===== src/rtl/regfile_param.sv =====
// regfile_param: DEPTH x DATA_W register file, one write port, two
// registered write-first read ports, optional zero R0, bulk-clear engine.
// Ports: clk, rst (sync, active high); ra/rb read addrs; rd/wd/we write;
//   clr_req starts a clear; ra_out/rb_out read data; busy, clr_done status.
module regfile_param #(
  parameter int DATA_W  = 16,
  parameter int ADDR_W  = 4,
  parameter bit ZERO_R0 = 1'b0
) (
  input  logic              clk,
  input  logic              rst,
  input  logic [ADDR_W-1:0] ra,
  input  logic [ADDR_W-1:0] rb,
  input  logic [ADDR_W-1:0] rd,
  input  logic [DATA_W-1:0] wd,
  input  logic              we,
  input  logic              clr_req,
  output logic [DATA_W-1:0] ra_out,
  output logic [DATA_W-1:0] rb_out,
  output logic              busy,
  output logic              clr_done
);
  localparam int DEPTH = 2 ** ADDR_W;
  localparam logic [ADDR_W-1:0] LAST = ADDR_W'(DEPTH - 1);

  typedef enum logic {IDLE, CLEAR} state_t;

  state_t            state, state_nx;
  logic [ADDR_W-1:0] idx, idx_nx;
  logic [DATA_W-1:0] mem [DEPTH];
  logic              wr_ok, clr_wr, done_nx;
  logic [DATA_W-1:0] ra_nx, rb_nx;

  assign wr_ok = we && !busy
              && !(ZERO_R0 && rd == '0);

  always_comb begin
    state_nx = state;
    idx_nx   = idx;
    clr_wr   = 1'b0;
    done_nx  = 1'b0;
    unique case (state)
      IDLE: begin
        if (clr_req) begin
          state_nx = CLEAR;
          idx_nx   = '0;
        end
      end
      CLEAR: begin
        clr_wr = 1'b1;
        idx_nx = idx + 1'b1;
        if (idx == LAST) begin
          state_nx = IDLE;
          idx_nx   = '0;
          done_nx  = 1'b1;
        end
      end
      default: state_nx = IDLE;
    endcase
  end

  // Read value as seen after this edge's write
  // (clear zeroing or accepted write).
  function automatic logic [DATA_W-1:0] rd_val(
    input logic [ADDR_W-1:0] a
  );
    if (ZERO_R0 && a == '0)
      return '0;
    else if (clr_wr && a == idx)
      return '0;
    else if (wr_ok && a == rd)
      return wd;
    else
      return mem[a];
  endfunction

  always_comb begin
    ra_nx = rd_val(ra);
    rb_nx = rd_val(rb);
  end

  always_ff @(posedge clk) begin
    if (rst) begin
      for (int i = 0; i < DEPTH; i++)
        mem[i] <= '0;
      state    <= IDLE;
      idx      <= '0;
      busy     <= 1'b0;
      clr_done <= 1'b0;
      ra_out   <= '0;
      rb_out   <= '0;
    end else begin
      if (clr_wr)
        mem[idx] <= '0;
      if (wr_ok)
        mem[rd] <= wd;
      state    <= state_nx;
      idx      <= idx_nx;
      busy     <= (state_nx == CLEAR);
      clr_done <= done_nx;
      ra_out   <= ra_nx;
      rb_out   <= rb_nx;
    end
  end
endmodule


===== config.mk =====
export PLATFORM = sky130hd
export DESIGN_NAME = regfile_param
export DESIGN_NICKNAME = d
export VERILOG_FILES = /design/src/rtl/regfile_param.sv
export SDC_FILE = /design/constraint.sdc
export NUM_CORES = 1
export LEC_CHECK = 0
export CAP_MARGIN = 20
export CORE_ASPECT_RATIO = 1.5
export CORE_MARGIN = 3
export CORE_UTILIZATION = 35
export DETAILED_ROUTE_END_ITERATION = 8
export PLACE_DENSITY = 0.52
export SYNTH_ARGS = -nofsm -noshare
export SYNTH_HDL_FRONTEND = slang
export SYNTH_SLANG_ARGS = --single-unit

===== constraint.sdc =====
create_clock -name clk -period 3.3 [get_ports clk]
set_clock_uncertainty 0.05 [all_clocks]
set_input_delay 0.66 -clock clk [delete_from_list [all_inputs] [get_ports clk]]
set_output_delay 0.66 -clock clk [all_outputs]
set_load 0.005 [all_outputs]

==> flow_summary.yaml, run 1 <==
status:
  outcome: "completed"
route:
  routed_wl_um: 40700
  wl_per_cell_um: 25.0
  drcViolationCount: 0
  ant_nets: 0
  drtPass1Iterations: 5
  via_count: 9179
  viasPerCell: 5.64
  drt-initial-drc-count: 735
synth:
  synth_top_area_share_pct: 53.3
  synth-xor-area-share_pct: 0.608
  synth.largest_area_cell: "edfxtp_1"
  synth_ff_type: "edfxtp_1"
  ys_ff_latch: 294
  yosys-top-cells-area: "edfxtp_1 53%, mux4_2 20%, nor2_1 7.1%"
  synthAdderAreaFrac_pct: 0.0868
  syn_inst: 1015
  synth_edf_count: 256
  yosysWarnings: 0
  synthMuxAreaShare_pct: 20.3
  syn_avg_cell_area_um2: 14.2
  synth_compound_area_share_pct: 7.29
  synth.most_common_cell: "nor2_1"
  synth_commonest_cells: "272 x nor2_1, 256 x edfxtp_1, 128 x mux4_2, 63 x clkbuf_1, 38 x dfxtp_1"
  synth-async-reset-ratio_pct: 0
  synth_simple_gate_area_share_pct: 10.3
  syn_nets: 1048
  synth_top_family_by_area: "multiplexers"
  yosysSeqAreaShare_pct: 58.6
  synth_area_um2: 14400
  ys_types: 47
layout:
  fin_util_pct: 42.3
  antenna_cells: 0
  synthToLayoutAreaGrowth_pct: 18.8
  final_nets: 1132
  drive_gt1_share_pct: 23.6
place:
  dp_slack_ns: 0.0864
  io_buffers: 65
  place_congestion: 0.823
  place_hpwl_um: 29000
clock_tree:
  cts_hold_buf: 0
  cts_tree: "yes"
  post_cts_buffers: 0
  clkSlewWorstSetupHoldPaths_ns: 0.06
  clkLatencyLatePin_ns: 0.58
  root_buffer: "clkbuf_16"
  cts_resized: 0
  cts_sinks: 294
  cts_buffers: 29
  cts_max_level: 1
  cts_max_path_buffers: 3
sta:
  drv_slew: 0
  finalSetupTns_ns: 0
  hold_viol: 0
  rsz0062_at_grt: "false"
  setup_viol: 0
  max_slew_margin_pct: 46.2
  max_freq_mhz: 364
  timing.final.crit_period_ns: 2.75
  finalCritPeriodShare_pct: 83.3
  layout_setup_ws_ns: 0.551
  worst_pin_slew_ns: 0.807
worst_setup_path:
  worst_setup_path_end_kind: "register"
  cp_data_required_time_ns: 3.52
  crit_path_max_fanout: 17
  crit_arrival_ns: 2.97
  start_kind: "register"
  path_class: "register to register"
floorplan:
  die_w_um: 172
  core_area_um2: 40400
  start_util_pct: 35.6
  fp-row-count: 90
  die_area_um2: 43700
  io_pins: 66
  die_h_um: 255
power:
  power_w: 0.00844
  total_leakage_power_nw: 5.66
  ir_drop_mv: 0.370
  power.density_nw_per_um2: 493
global_route:
  track_usage_pct: 18.7
  grt_pass1_wl_um: 61200
  grt_overflow_total: 0
  antenna_found_initial: 0
  grt_pass1_vias: 9586
  grt_max_degree: 35
run:
  drv_cap: 0
hold_path:
  hp-class: "register to register"
[worst max-delay path, cell delays in order, from the launching register on]
cell and delay [ns]:
dfxtp_1 0.73, inv_1 0.21, a221oi_1 0.49, buf_4 0.19, nor2b_1 0.26, nand2_1 0.18
nand2b_1 0.16, buf_12 0.18
[registers in the layout, summed over array words and instances, names as in the netlist]
| register | cells |
|---|---|
| ra_out | 16 |
| rb_out | 16 |
| idx | 4 |
| mem | 256 |
| clr_done | 1 |
| state | 1 |
[cell usage in the layout (no fill, tap or decap), types with 4 or more instances in the layout]
cell type / count
nand3_1: 9
dfxtp_1: 38
nor2b_1: 8
buf_4: 55
clkbuf_1: 12
xor2_1: 6
a221oi_1: 36
clkbuf_16: 30
o22ai_1: 23
nand2b_1: 17
clkinv_2: 4
buf_12: 26
nor3_1: 4
clkdlybuf4s50_1: 61
xnor2_1: 4
nor2_1: 272
a22o_1: 33
o22ai_2: 10
mux4_2: 128
edfxtp_1: 256
nand2_1: 33
mux2i_1: 4
a21oi_1: 7
inv_1: 7
[metal layers]
layer,vias to the layer above,track usage (%),share of wire (%)
met2,256,35.1,55
met1,4776,23.1,39
met5,-,0,0
li1,4107,-,-
met3,40,1.94,4.3
met4,0,4.60,1.8
[final timing paths]
check / from / end / slack [ns] / cells after the start
worst max-delay path: state / mem[5][2] / 0.55 / 7
worst min-delay path: idx[3] / clr_done / 0.64 / 2
worst max register to register: state / mem[5][2] / 0.55 / 7
worst min register to register: idx[3] / clr_done / 0.64 / 2
[power by group]
part           switching [W]  leakage, nW  internal [W]
combinational       0.000517         2.25      0.000491
clock                0.00141        0.440       0.00175
sequential         0.0000825         2.96       0.00419
[cells by family after synthesis]
group | count (synthesis)
xor gates and xnor gates | 10
buffers and inverters | 96
and+or+nand+nor | 358
DFF | 294
AOI/OAI and AO/OA | 124
adders and majority gates | 1
muxes | 132
[final cells by class]
class                      instances  area, µm²
inverter                           7       26.3
tap                              506        633
timing repair buffer             142       1540
fill                            3627      23300
multi-input combinational        625       5570
sequential                       294       8450
clock inverter                     9       60.1
clock buffer                      45        837
[through the flow]
step / instance area [µm²] / hold slack [ns] / instances
6_report: 17100 / 0.644 / 1628
5_1_grt: 17100 / 0.677 / 1628
3_5_place_dp: 16200 / 0.620 / 1574
3_3_place_gp: 16200 / 0.621 / 1574
4_1_cts: 17100 / 0.635 / 1628
2_1_floorplan: 14400 / 0.531 / 1015
(Power assumes the default switching activity.)
==> run 2: changes to the inputs <==
clock period = 2.84 ns   (was 3.3 ns; I/O delays follow)
==> flow_summary.yaml, run 2 (synthesis results as in run 1) <==
clock_tree:
  post_cts_buffers: 0
  clkLatencyLatePin_ns: 0.57
  cts_tree: "yes"
  cts_buffers: 28
  cts_resized: 0
  root_buffer: "clkbuf_16"
  cts_max_level: 1
  clkSlewWorstSetupHoldPaths_ns: 0.07
  cts_max_path_buffers: 3
  cts_hold_buf: 0
  cts_sinks: 294
hold_path:
  hold_depth: 2
  hold_end: "idx[0]"
  min_from: "idx[0]"
  hp-class: "register to register"
sta:
  setup_viol: 0
  max_freq_mhz: 398
  max_slew_margin_pct: 43.8
  finalCritPeriodShare_pct: 88.4
  rsz0062_at_grt: "false"
  timing.final.crit_period_ns: 2.51
  hold_viol: 0
  worst_pin_slew_ns: 0.841
  drv_slew: 0
floorplan:
  core_area_um2: 40400
  die_w_um: 172
  fp-row-count: 90
  io_pins: 66
  die_area_um2: 43700
  die_h_um: 255
  start_util_pct: 35.6
worst_setup_path:
  crit_path_cell_trace: "clkdlybuf4s50_1, or2b_1, a221oi_1, buf_4, nor2b_1, nand3_1, nand2b_1, buf_12"
  cp_data_required_time_ns: 3.05
  regToRegSetupSlack_ns: 0.45
  max_stage_delay_ns: 0.52
  path_class: "input pin to register"
  crit_arrival_ns: 2.73
  r2r_cells: 7
  r2r-start: "state"
  r2r-end: "mem[3][1]"
  crit_path_top_delay_cell: "clkdlybuf4s50_1"
  crit_path_max_fanout: 16
  worst_setup_path_end_kind: "register"
  start_kind: "input pin"
power:
  power_w: 0.00997
  total_leakage_power_nw: 5.84
  power.density_nw_per_um2: 572
  ir_drop_mv: 0.427
layout:
  antenna_cells: 0
  synthToLayoutAreaGrowth_pct: 21.0
  fin_util_pct: 43.2
  drive_gt1_share_pct: 25.9
  reg_top3: "mem x256, ra_out x16, rb_out x16"
  fin_cells: 1660
  largest_reg_flops: 256
  final_common_cell: "nor2_1"
  mostFrequentLayoutCells: "272 x nor2_1, 256 x edfxtp_1, 128 x mux4_2"
  regMostFlops: "mem"
  final_nets: 1167
place:
  place_congestion: 0.821
  place_hpwl_um: 29700
  io_buffers: 65
  dp.cells: 1610
global_route:
  antenna_found_initial: 0
  grt_pass1_vias: 9942
  track_usage_pct: 19.0
  grt_overflow_total: 0
  grt_pass1_wl_um: 62100
  grt_max_degree: 35
route:
  drt-initial-drc-count: 704
  drtPass1Iterations: 5
  wl_per_cell_um: 24.5
  routed_wl_um: 40700
  viasPerCell: 5.62
  ant_nets: 0
  via_count: 9327
  drcViolationCount: 0
run:
  drv_cap: 0
status:
  outcome: "completed"
run 2: power by group:
group | total, W | internal, W | switching (W)
registers | 0.00497 | 0.00487 | 0.0000967
clock network | 0.00378 | 0.00214 | 0.00164
logic | 0.00122 | 0.000611 | 0.000607
run 2: final cells by class:
| type | count | area, µm² |
|---|---|---|
| tap | 506 | 633 |
| inverter | 7 | 26.3 |
| fill | 3650 | 23000 |
| timing repair buffer | 178 | 1860 |
| clock inverter | 11 | 140 |
| clock buffer | 39 | 762 |
| sequential | 294 | 8450 |
| multi-input combinational | 625 | 5570 |
run 2: worst max-delay path by stage:
| stage | startpoint | to |
|---|---|---|
| after detailed placement | we | mem[3][11] |
| after global routing | we | mem[3][2] |
| after CTS | we | mem[3][3] |
| after floorplan | rst | mem[0][0] |
| after global placement | we | mem[3][11] |
| final | we | mem[3][1] |
run 2: per-layer routing:
metal / global-route usage (%) / vias up / share of wire (%)
li1: - / 4175 / -
met1: 23.2 / 4791 / 38
met2: 35.6 / 298 / 55
met3: 1.97 / 63 / 4.7
met4: 4.99 / 0 / 2.3
met5: 0 / - / 0
run 2: stage by stage:
stage	hold slack, ns	setup WS (ns)	setup TNS (ns)	cell area [µm²]
global placement	0.607	-0.304	-33.23	16500
floorplan	0.531	0.0670	0	14400
CTS	0.620	0.301	0	17400
finish	0.632	0.329	0	17400
global route	0.673	0.200	0	17400
detailed placement	0.610	-0.298	-39.94	16500
run 2: critical path: cells and delay by family:
kind            cells  cell delay, ns
buf+inv             3            0.86
simple gates        4            1.01
compound gates      1            0.28
==> run 3: changes to the inputs <==
PLACE_DENSITY = 0.57   (was 0.52)
REMOVE_ABC_BUFFERS = 1   (was unset)
==> flow_summary.yaml, run 3 (synthesis results as in run 1) <==
status:
  outcome: "completed"
layout:
  regMostFlops: "mem"
  synthToLayoutAreaGrowth_pct: 21.9
  reg_top3: "mem x256, ra_out x16, rb_out x16"
  fin_cells: 1674
  fin_util_pct: 43.5
  largest_reg_flops: 256
  antenna_cells: 0
  final_common_cell: "nor2_1"
  mostFrequentLayoutCells: "272 x nor2_1, 256 x edfxtp_1, 128 x mux4_2"
  final_nets: 1179
  drive_gt1_share_pct: 27.7
power:
  ir_drop_mv: 0.368
  total_leakage_power_nw: 5.94
  power.density_nw_per_um2: 578
  power_w: 0.0101
floorplan:
  die_area_um2: 43700
  die_w_um: 172
  start_util_pct: 35.6
  fp-row-count: 90
  io_pins: 66
  core_area_um2: 40400
  die_h_um: 255
clock_tree:
  cts_sinks: 294
  cts_resized: 0
  post_cts_buffers: 0
  cts_tree: "yes"
  cts_hold_buf: 0
  clkLatencyLatePin_ns: 0.56
  cts_max_path_buffers: 3
  clkSlewWorstSetupHoldPaths_ns: 0.06
  root_buffer: "clkbuf_16"
  cts_buffers: 29
  cts_max_level: 1
route:
  drt-initial-drc-count: 720
  via_count: 9584
  viasPerCell: 5.73
  routed_wl_um: 42600
  drtPass1Iterations: 5
  wl_per_cell_um: 25.4
  drcViolationCount: 0
  ant_nets: 0
global_route:
  grt_max_degree: 43
  grt_pass1_wl_um: 63600
  track_usage_pct: 19.7
  grt_pass1_vias: 10200
  grt_overflow_total: 0
  antenna_found_initial: 0
sta:
  layout_setup_ws_ns: 0.355
  setup_viol: 0
  max_freq_mhz: 402
  drv_slew: 0
  rsz0062_at_grt: "false"
  hold_viol: 0
  finalSetupTns_ns: 0
  finalCritPeriodShare_pct: 87.5
  worst_pin_slew_ns: 0.467
  max_slew_margin_pct: 68.8
  timing.final.crit_period_ns: 2.49
place:
  place_hpwl_um: 29600
  place_congestion: 0.791
  io_buffers: 65
  dp_slack_ns: -0.168
  dp.cells: 1621
worst_setup_path:
  crit_path_cell_trace: "clkdlybuf4s50_1, or3b_1, nor3_1, a211oi_2, or4_1, buf_12, o22ai_1"
  crit_path_max_fanout: 16
  worst_setup_path_end_kind: "register"
  critPathBufInv: 2
  r2r_cells: 6
  crit_family: "simple AND/OR/NAND/NOR gates"
  r2r-end: "ra_out[15]"
  regToRegSetupSlack_ns: 0.37
  max_stage_delay_ns: 0.57
  r2r-start: "state"
  crit_arrival_ns: 2.91
  cp_data_required_time_ns: 3.26
  start_kind: "input pin"
  path_class: "input pin to register"
  crit_path_top_delay_cell: "or4_1"
hold_path:
  hp-class: "register to register"
  hold_depth: 2
  min_from: "idx[0]"
  hold_end: "idx[0]"
run:
  drv_cap: 0
-- run 3: worst register-to-register path: stages, from the launching register on --
cell      delay [ns]
dfxtp_1         0.44
or3b_1          0.56
nor3_1          0.29
a211oi_2        0.11
or4_1           0.57
buf_12          0.19
o22ai_1         0.19
-- run 3: through the flow --
step	hold slack (ns)	cell area [µm²]
after floorplan	0.503	14000
after global placement	0.618	16600
after detailed placement	0.619	16600
after CTS	0.629	17600
after global routing	0.683	17600
final	0.620	17600
-- run 3: report_power, final --
part,switching (W),internal [W],leakage (nW)
Clock,0.00167,0.00229,0.489
Sequential,0.0000944,0.00487,2.96
Combinational,0.000614,0.000611,2.49
-- run 3: how the worst max path moves through the flow --
stage / start / end / slack (ns) / cells after the start
floorplan: we / mem[8][0] / -0.62 / 5
global placement: we / ra_out[15] / -0.15 / 7
detailed placement: we / ra_out[15] / -0.17 / 7
CTS: state / ra_out[3] / 0.39 / 6
global route: rst / mem[0][1] / 0.25 / 9
finish: we / ra_out[15] / 0.35 / 7
-- run 3: routing by layer --
| metal | part of all wire [%] | vias to the layer above | track usage (%) |
|---|---|---|---|
| li1 | - | 4199 | - |
| met1 | 37 | 4933 | 23.7 |
| met2 | 53 | 348 | 35.9 |
| met3 | 5.9 | 104 | 2.71 |
| met4 | 3.9 | 0 | 7.55 |
| met5 | 0 | - | 0 |
-- run 3: layout make-up --
cell class                      instances  area (µm²)
Multi-Input combinational cell        625        5570
Clock inverter                         20         213
Tap cell                              506         633
Fill cell                            3614       22900
Clock buffer                           33         761
Inverter                                7        26.3
Timing Repair Buffer                  189        1920
Sequential cell                       294        8450
